File: src/rtl/i2c_target_rsp.sv
//------------------------------------------------------------------------------
// i2c_target_rsp
//
// I2C target (slave) responder with a fixed 7-bit address. The bus lines are
// oversampled on the system clock. START, STOP, address and data are decoded
// on the synchronized lines. The block ACKs its own address and every write
// byte.
//
// Write bytes are handed to local logic with a one-cycle strobe. Read bytes
// are fetched from local logic through a request/valid handshake, and SCL is
// held low (clock stretching) while a read byte is pending.
//
// Ports
//   clk_i       system clock (at least 16x the SCL rate)
//   rst_i       synchronous reset, active low
//   scl_i/sda_i bus lines as seen on the pins
//   scl_o/sda_o open-drain drivers: 0 pulls the line low, 1 releases it
//   start_o     one-cycle pulse on START or repeated START
//   stop_o      one-cycle pulse on STOP
//   rw_o        R/W bit of the last matched address (1 = read)
//   wr_data_o   last received write byte
//   wr_valid_o  one-cycle pulse when wr_data_o is updated
//   rd_req_o    level: a read byte is needed
//   rd_data_i   read byte from local logic
//   rd_valid_i  rd_data_i valid; accepted when rd_req_o && rd_valid_i
//------------------------------------------------------------------------------
`timescale 1ns/1ps

module i2c_target_rsp #(
    parameter int                        I2C_ADDR_WIDTH = 7,
    parameter int                        I2C_DATA_WIDTH = 8,
    parameter logic [I2C_ADDR_WIDTH-1:0] SLAVE_ADDR     = 7'h22
) (
    input  logic                      clk_i,
    input  logic                      rst_i,
    input  logic                      scl_i,
    input  logic                      sda_i,
    output logic                      scl_o,
    output logic                      sda_o,
    output logic                      start_o,
    output logic                      stop_o,
    output logic                      rw_o,
    output logic [I2C_DATA_WIDTH-1:0] wr_data_o,
    output logic                      wr_valid_o,
    output logic                      rd_req_o,
    input  logic [I2C_DATA_WIDTH-1:0] rd_data_i,
    input  logic                      rd_valid_i
);

    localparam logic [2:0] ST_IDLE     = 3'd0;
    localparam logic [2:0] ST_ADDR     = 3'd1;
    localparam logic [2:0] ST_ADDR_ACK = 3'd2;
    localparam logic [2:0] ST_WR_BYTE  = 3'd3;
    localparam logic [2:0] ST_WR_ACK   = 3'd4;
    localparam logic [2:0] ST_RD_WAIT  = 3'd5;
    localparam logic [2:0] ST_RD_BYTE  = 3'd6;
    localparam logic [2:0] ST_RD_ACK   = 3'd7;

    // Bit counter values: a full byte, and a marker that the master ACKed a
    // read byte (the counter itself never wraps).
    localparam logic [3:0] BYTE_BITS = 4'(I2C_DATA_WIDTH);
    localparam logic [3:0] LAST_BIT  = 4'(I2C_DATA_WIDTH - 1);
    localparam logic [3:0] ACK_SEEN  = 4'(I2C_DATA_WIDTH + 1);

    logic                      scl_s1_r;
    logic                      scl_s2_r;
    logic                      scl_d_r;
    logic                      sda_s1_r;
    logic                      sda_s2_r;
    logic                      sda_d_r;

    logic [2:0]                state_r;
    logic [3:0]                bit_cnt_r;
    logic [I2C_DATA_WIDTH-1:0] shift_r;
    logic [I2C_DATA_WIDTH-1:0] tx_r;

    logic                      scl_rise_s;
    logic                      scl_fall_s;
    logic                      start_det_s;
    logic                      stop_det_s;
    logic                      addr_match_s;
    logic [I2C_DATA_WIDTH-1:0] shift_next_s;

    // Two-flop synchronizers plus one history stage for edge detection
    always_ff @(posedge clk_i) begin
        if (!rst_i) begin
            scl_s1_r <= 1'b1;
            scl_s2_r <= 1'b1;
            scl_d_r  <= 1'b1;
            sda_s1_r <= 1'b1;
            sda_s2_r <= 1'b1;
            sda_d_r  <= 1'b1;
        end else begin
            scl_s1_r <= scl_i;
            scl_s2_r <= scl_s1_r;
            scl_d_r  <= scl_s2_r;
            sda_s1_r <= sda_i;
            sda_s2_r <= sda_s1_r;
            sda_d_r  <= sda_s2_r;
        end
    end

    // Bus event decode on the synchronized lines
    always_comb begin
        scl_rise_s   = scl_s2_r & ~scl_d_r;
        scl_fall_s   = ~scl_s2_r & scl_d_r;
        // SDA moving while SCL is high is a bus condition, never data.
        start_det_s  = sda_d_r & ~sda_s2_r & scl_s2_r;
        stop_det_s   = ~sda_d_r & sda_s2_r & scl_s2_r;
        shift_next_s = {shift_r[I2C_DATA_WIDTH-2:0], sda_s2_r};
        addr_match_s = (shift_r[I2C_DATA_WIDTH-1 -: I2C_ADDR_WIDTH] == SLAVE_ADDR);
    end

    // Protocol state machine and registered bus/local outputs
    always_ff @(posedge clk_i) begin
        if (!rst_i) begin
            state_r    <= ST_IDLE;
            bit_cnt_r  <= 4'd0;
            shift_r    <= '0;
            tx_r       <= '0;
            sda_o      <= 1'b1;
            scl_o      <= 1'b1;
            start_o    <= 1'b0;
            stop_o     <= 1'b0;
            rw_o       <= 1'b0;
            wr_data_o  <= '0;
            wr_valid_o <= 1'b0;
            rd_req_o   <= 1'b0;
        end else begin
            start_o    <= 1'b0;
            stop_o     <= 1'b0;
            wr_valid_o <= 1'b0;

            if (start_det_s) begin
                // START (or repeated START) aborts whatever was in progress.
                start_o   <= 1'b1;
                sda_o     <= 1'b1;
                scl_o     <= 1'b1;
                rd_req_o  <= 1'b0;
                bit_cnt_r <= 4'd0;
                shift_r   <= '0;
                state_r   <= ST_ADDR;
            end else if (stop_det_s) begin
                // STOP also withdraws a pending read request, consuming nothing.
                stop_o    <= 1'b1;
                sda_o     <= 1'b1;
                scl_o     <= 1'b1;
                rd_req_o  <= 1'b0;
                bit_cnt_r <= 4'd0;
                state_r   <= ST_IDLE;
            end else begin
                case (state_r)
                    ST_IDLE: begin
                        sda_o    <= 1'b1;
                        scl_o    <= 1'b1;
                        rd_req_o <= 1'b0;
                    end

                    ST_ADDR: begin
                        if (scl_rise_s && (bit_cnt_r < BYTE_BITS)) begin
                            shift_r   <= shift_next_s;
                            bit_cnt_r <= bit_cnt_r + 4'd1;
                        end else if (scl_fall_s && (bit_cnt_r == BYTE_BITS)) begin
                            bit_cnt_r <= 4'd0;
                            if (addr_match_s) begin
                                sda_o   <= 1'b0;
                                rw_o    <= shift_r[0];
                                state_r <= ST_ADDR_ACK;
                            end else begin
                                // Not ours: leave SDA released (NACK) and
                                // sit out the rest of the transfer.
                                sda_o   <= 1'b1;
                                state_r <= ST_IDLE;
                            end
                        end
                    end

                    ST_ADDR_ACK: begin
                        if (scl_fall_s) begin
                            sda_o     <= 1'b1;
                            bit_cnt_r <= 4'd0;
                            if (rw_o) begin
                                // SCL is low now; hold it there until the
                                // first read byte is supplied.
                                rd_req_o <= 1'b1;
                                scl_o    <= 1'b0;
                                state_r  <= ST_RD_WAIT;
                            end else begin
                                state_r  <= ST_WR_BYTE;
                            end
                        end
                    end

                    ST_WR_BYTE: begin
                        if (scl_rise_s && (bit_cnt_r < BYTE_BITS)) begin
                            shift_r   <= shift_next_s;
                            bit_cnt_r <= bit_cnt_r + 4'd1;
                            if (bit_cnt_r == LAST_BIT) begin
                                wr_data_o  <= shift_next_s;
                                wr_valid_o <= 1'b1;
                            end
                        end else if (scl_fall_s && (bit_cnt_r == BYTE_BITS)) begin
                            sda_o     <= 1'b0;
                            bit_cnt_r <= 4'd0;
                            state_r   <= ST_WR_ACK;
                        end
                    end

                    ST_WR_ACK: begin
                        if (scl_fall_s) begin
                            sda_o     <= 1'b1;
                            bit_cnt_r <= 4'd0;
                            state_r   <= ST_WR_BYTE;
                        end
                    end

                    ST_RD_WAIT: begin
                        if (rd_req_o && rd_valid_i) begin
                            // MSB goes out immediately; the rest shift out on
                            // the following SCL falls.
                            tx_r      <= {rd_data_i[I2C_DATA_WIDTH-2:0], 1'b1};
                            sda_o     <= rd_data_i[I2C_DATA_WIDTH-1];
                            rd_req_o  <= 1'b0;
                            scl_o     <= 1'b1;
                            bit_cnt_r <= 4'd1;
                            state_r   <= ST_RD_BYTE;
                        end else begin
                            scl_o <= 1'b0;
                        end
                    end

                    ST_RD_BYTE: begin
                        if (scl_fall_s) begin
                            if (bit_cnt_r < BYTE_BITS) begin
                                sda_o     <= tx_r[I2C_DATA_WIDTH-1];
                                tx_r      <= {tx_r[I2C_DATA_WIDTH-2:0], 1'b1};
                                bit_cnt_r <= bit_cnt_r + 4'd1;
                            end else begin
                                // Last bit done: release SDA for the
                                // master's ACK/NACK.
                                sda_o     <= 1'b1;
                                bit_cnt_r <= 4'd0;
                                state_r   <= ST_RD_ACK;
                            end
                        end
                    end

                    ST_RD_ACK: begin
                        if (scl_rise_s) begin
                            if (!sda_s2_r) begin
                                bit_cnt_r <= ACK_SEEN;
                            end else begin
                                // NACK ends the read; wait for STOP or
                                // repeated START.
                                bit_cnt_r <= 4'd0;
                                state_r   <= ST_IDLE;
                            end
                        end else if (scl_fall_s && (bit_cnt_r == ACK_SEEN)) begin
                            rd_req_o  <= 1'b1;
                            scl_o     <= 1'b0;
                            bit_cnt_r <= 4'd0;
                            state_r   <= ST_RD_WAIT;
                        end
                    end

                    default: begin
                        sda_o     <= 1'b1;
                        scl_o     <= 1'b1;
                        rd_req_o  <= 1'b0;
                        bit_cnt_r <= 4'd0;
                        state_r   <= ST_IDLE;
                    end
                endcase
            end
        end
    end

endmodule

File: config.mk
export PLATFORM = sky130hd
export DESIGN_NAME = i2c_target_rsp
export DESIGN_NICKNAME = d
export VERILOG_FILES = /design/src/rtl/i2c_target_rsp.sv
export SDC_FILE = /design/constraint.sdc
export NUM_CORES = 1
export LEC_CHECK = 0
export CAP_MARGIN = 20
export CORE_ASPECT_RATIO = 1.5
export CORE_MARGIN = 3
export CORE_UTILIZATION = 59
export CTS_CLUSTER_DIAMETER = 200
export DETAILED_ROUTE_END_ITERATION = 16
export HOLD_SLACK_MARGIN = 0.06
export PLACE_DENSITY = 0.84
export SYNTH_ARGS = -nofsm -noshare
export SYNTH_HDL_FRONTEND = slang
export SYNTH_SLANG_ARGS = --single-unit
File: constraint.sdc
create_clock -name clk_i -period 5 [get_ports clk_i]
set_input_delay 1 -clock clk_i [delete_from_list [all_inputs] [get_ports clk_i]]
set_output_delay 1 -clock clk_i [all_outputs]
set_load 0.02 [all_outputs]
---- Word level (Yosys, flattened, before mapping) ----
Cells that the tools add are included.
word-level totals
  latch bits .............................. 0
  output and inout port bits .............. 15
  RAM bits ................................ 0
  memories ................................ 0
  input bits .............................. 13
  memory bits (read-only) ................. 0
  flip-flop bits (word level) ............. 44
operators by class
  eq/ne operators ......................... 39
  divide/modulo/power cells ............... 0
  reduce and logical (&&, ||, !) cells .... 26
  multiply operators ...................... 0
  magnitude comparators ................... 1
  bitwise gates (word level) .............. 15
  mux-type cells .......................... 56
  add/sub/neg operators ................... 1
  shift operators ......................... 0
operators with widths
  kind                                                             number
  3-bit 2-to-1 mux                                                 13
  4-bit 2-to-1 mux                                                 9
  4-bit inequality test, second input constant                     9
  2-bit inequality test, second input constant                     13
  1-bit 2-to-1 mux                                                 24
  8-bit 2-to-1 mux                                                 3
  12-bit AND reduction                                             2
  6-bit AND reduction                                              4
  3-bit one-hot mux with 7 select lines                            1
  4-bit one-hot mux with 5 select lines                            1
  8-bit one-hot mux with 2 select lines                            1
  3-bit == test, second input constant                             4
  5-bit inequality test, second input constant                     2
  5-bit AND reduction                                              2
  1-bit inverter                                                   9
  9-bit nonzero test                                               1
  4-bit == test, second input constant                             2
  1-bit one-hot mux with 4 select lines                            2
  8-bit AND reduction                                              1
  7-bit by 6-bit == test with 1-bit output, second input constant  1
  7-bit nonzero test                                               1
  1-bit bitwise AND                                                6
  3-bit by 2-bit == test with 1-bit output, second input constant  2
  3-bit inequality test, second input constant                     2
  18 further kinds                                                 23

---- Longest topological paths before layout ----
  word-level depth ........................ 8
  mapped depth ............................ 8
  mapped depth without buffers ............ 7

---- Least setup slack after synthesis ----
No wires, ideal clock.
  path type ............................... in2reg
  from .................................... input rd_valid_i
  to ...................................... register tx_r[7]
  stages .................................. 6
  library setup time ...................... 0.135 ns
  arrival time ............................ 1.839 ns
  required time ........................... 4.865 ns
  setup slack ............................. 3.026 ns
  cells stage by stage .................... a21oi_4 and4b_1 buf_4 buf_6 nor2_1 a311oi_2
between the ends
  word-level cells in the longest chain between the ends .. 3
RTL lines
  what                             RTL line  RTL
  start, declared                  47        input logic rd_valid_i
  1-bit logical AND                218       if (rd_req_o && rd_valid_i) begin
  2-bit inequality test (no line)  --
  6-bit AND reduction (no line)    --
  end signal, assigned             221       tx_r <= {rd_data_i[I2C_DATA_WIDTH-2:0], 1'b1};
  end signal, assigned             236       tx_r <= {tx_r[I2C_DATA_WIDTH-2:0], 1'b1};
  end, declared                    75        logic [I2C_DATA_WIDTH-1:0] tx_r;
No other way between the ends.
A chain may end at the register's enable or synchronous reset.

---- Worst setup path in the final report ----
  from .................................... input rst_i
  to ...................................... register state_r[1]
between the ends
  word-level cells in the longest chain between the ends .. 2
RTL lines
  what                          RTL line  RTL
  start, declared               35        input logic rst_i,
  1-bit inverter (no line)      --
  3-bit OR reduction (no line)  --
  end signal, assigned          117       state_r <= ST_IDLE;
  end signal, assigned          142       state_r <= ST_ADDR;
  end signal, assigned          150       state_r <= ST_IDLE;
  end, declared                 72        logic [2:0] state_r;
No other way between the ends.

==> impl_metrics.env <==
export IMPL_status="finished, final reports clean"
export IMPL_detailedRoute_firstIterationViolations=63
export IMPL_die_width_microns=55.8
export IMPL_dieHeight_microns=80.7
export IMPL_fraction_of_synthesis_flops_using_an_asynchronous_set_or_reset_pin=0
export IMPL_h_tree_levels=2
export IMPL_drt_total_wl_microns=4370
export IMPL_timing_critical_path_to="state_r[1]"
export IMPL_initial_core_util=0.631
export IMPL_critical_path_required_ns=5.25
export IMPL_portBuffers=27
export IMPL_min_period_over_period=0.518
export IMPL_timing_max_slew_rel_slack=0.384
export IMPL_layout_area_overhead_vs_synth_pct=16.1
export IMPL_detailedPlace_worstSlack_ns=2.13
export IMPL_worst_margin_pin_slew_ns=0.923
export IMPL_routed_via_count=1834
export IMPL_io_pin_count=28
export IMPL_post_synth_instance_area_sq_mm=0.00220
export IMPL_synthesis_yosys_warnings=0
export IMPL_synth_area_leader_cell="dfxtp_1"
export IMPL_critical_path_max_fanout=21
export IMPL_synth_lib_cells_used_distinct=56
export IMPL_synth_avg_cell_area_sq_um=8.75
export IMPL_track_usage=0.202
export IMPL_cts_post_setup_buffers_inserted=0
export IMPL_route_detailed_drc=0
export IMPL_maximum_number_of_pins_on_one_net_before_global_route_repair=29
export IMPL_worstReg2RegStart="state_r[1]"
export IMPL_layout_nets=286
export IMPL_worst_endpoint_arrival_ns=2.84
export IMPL_leak_pwr_nw=1.05
export IMPL_clk_transition_reported_paths_ns=0.09
export IMPL_finalClockSkew_ns=0.00432
export IMPL_r2r_slack_ns=2.65
export IMPL_totalPowerFinal_w=0.000696
export IMPL_setup_violations=0
export IMPL_vdd_ir_drop_worst_v=0.000365
export IMPL_rsz0062_at_grt="no"
export IMPL_postSynthRegisterBits=44
export IMPL_overflow=0
export IMPL_ctsResizeCount=0
export IMPL_worstHoldPathCells=1
export IMPL_final_setup_worst_slack_ns=2.41
export IMPL_synth_top_cell_area_share=0.401
export IMPL_clock_latency_ns=0.30
export IMPL_std_cell_rows=26
export IMPL_cts_sinks=44
export IMPL_ant_nets=0
export IMPL_report_final_slew_viol_count=0
export IMPL_area_enclosed_by_the_die_boundary_sq_mm=0.00451
export IMPL_synth_fp_nets=268
export IMPL_count_of_flip_flops_with_a_built_in_enable_after_synthesis=0
export IMPL_cts_inserted_buffers=5
export IMPL_yosysMostFrequentCell="dfxtp_1"
export IMPL_min_period_ns=2.59
export IMPL_grt_pass1_vias=1732
export IMPL_pwr_density_cell_mw_per_mm2=273
export IMPL_netlist_top_cells_area="dfxtp_1 (40%), mux2i_1 (7.3%), nor2_1 (6.3%)"
export IMPL_final_setup_tns_ns=0
export IMPL_cts_tree="yes"
export IMPL_grt_first_pass_wirelength_microns=7350
export IMPL_cp_end_kind="register"
export IMPL_antenna_violations_before_repair=0
export IMPL_crit_path_start="rst_i"
export IMPL_max_freq_mhz=386
export IMPL_drt_pass1_iterations=4
export IMPL_startpoint_class_of_the_critical_path="input pin"
export IMPL_vias_per_cell=5.88
export IMPL_regToRegEndpoint="bit_cnt_r[2]"
export IMPL_clock_root_buffer="clkbuf_8"
export IMPL_timing_reg2reg_worst_path_depth=5
export IMPL_routability_congestion=0.826
export IMPL_diodes=0
export IMPL_synth_cells=251
export IMPL_detailedPlacementHpwl_microns=3100
export IMPL_final_hold_viol_count=0
export IMPL_core_area_sq_mm=0.00348
export IMPL_drive_above_1_share=0.0778
export IMPL_worst_hold_path_type="reg2reg"
export IMPL_max_clock_path_buffers=2
export IMPL_setup_cp_type="in2reg"
export IMPL_synthTopCellsByCount="dfxtp_1 (44), nor2_1 (37), nand2_1 (18), mux2i_1 (16), nand3_1 (15)"
export IMPL_synth_top_flop_cell="dfxtp_1"
export IMPL_sequential_to_total_area_share_from_yosys_stat=0.401
export IMPL_detail_route_wl_per_cell_microns=14.0
export IMPL_maxCapViolCount=0
export IMPL_cts_hold_fix_buffers=0
## area by class of cell
type	count	area (sq um)
Multi-Input combinational cell	182	1190
Fill cell	261	931
Sequential cell	44	881
Timing Repair Buffer	27	270
Clock buffer	5	68.8
Tap cell	42	52.6
Clock inverter	3	50.0
Inverter	9	33.8
## per-layer routing
layer  track usage  up-vias  part of all wire
met5             0        -                 0
met4        0.0950        0             0.019
met3        0.0461        9             0.042
met2         0.360       36              0.51
met1         0.228      860              0.43
li1              -      929                 -
## worst min path at each step
stage,from,to,slack [ns]
after floorplan,scl_s1_r,scl_s2_r,0.39
after global placement,sda_s1_r,sda_s2_r,0.39
after detailed placement,sda_s1_r,sda_s2_r,0.39
after CTS,sda_s1_r,sda_s2_r,0.42
after global routing,sda_s1_r,sda_s2_r,0.44
final,sda_s1_r,sda_s2_r,0.41
## metrics by stage
step                std cells  cell area, sq um  hold WS [ns]  utilization
CTS                       312              2550         0.416        0.733
global placement          304              2430         0.389        0.698
finish                    312              2550         0.413        0.733
detailed placement        304              2430         0.395        0.698
floorplan                 251              2200         0.386            -
global route              312              2550         0.442        0.733
## cells by family (layout without fill, tap and decap cells)
group / Yosys count / after routing / share of synthesized area
compound gates: 50 / 50 / 0.174
xor+xnor: 1 / 1 / 0.00399
fa+ha+maj: 4 / 4 / 0.0228
buf+inv: 25 / 44 / 0.0558
flops: 44 / 44 / 0.401
mux: 16 / 16 / 0.0729
simple gates: 111 / 111 / 0.269
## where the power goes
part / switching (W) / internal, W
clock network: 0.000129 / 0.000154
registers: 0.00000707 / 0.000355
logic: 0.0000276 / 0.0000241
## critical path, cell delays in order
cell and delay (ns):
clkdlybuf4s50_1 0.66, inv_1 0.40, a21oi_1 0.38, o311a_1 0.23
nand3_1 0.08, nand2_1 0.09
## flip-flops by register name, summed over array words and instances, names as in the netlist, 3 cells and up
name	cells
shift_r	8
state_r	3
bit_cnt_r	4
tx_r	8
wr_data_o	8
## layout by cell type (no fill, tap or decap), types with 2 or more instances in the layout
master            n
nor2_1           37
inv_1             9
nand2_1          18
a311oi_1          6
ha_1              4
nor4b_1           2
a21oi_1          10
nand3_1          15
o21ai_1           2
nand2b_1         11
o22ai_1           2
clkbuf_8          5
mux2i_1          16
o21ai_0          10
nand3b_1          2
nor3_1            4
o211ai_1          2
a311oi_2          2
clkdlybuf4s50_1  27
and3_1            5
dfxtp_1          44
a211o_1           2
Note: power is estimated with default switching activity, not from simulation.
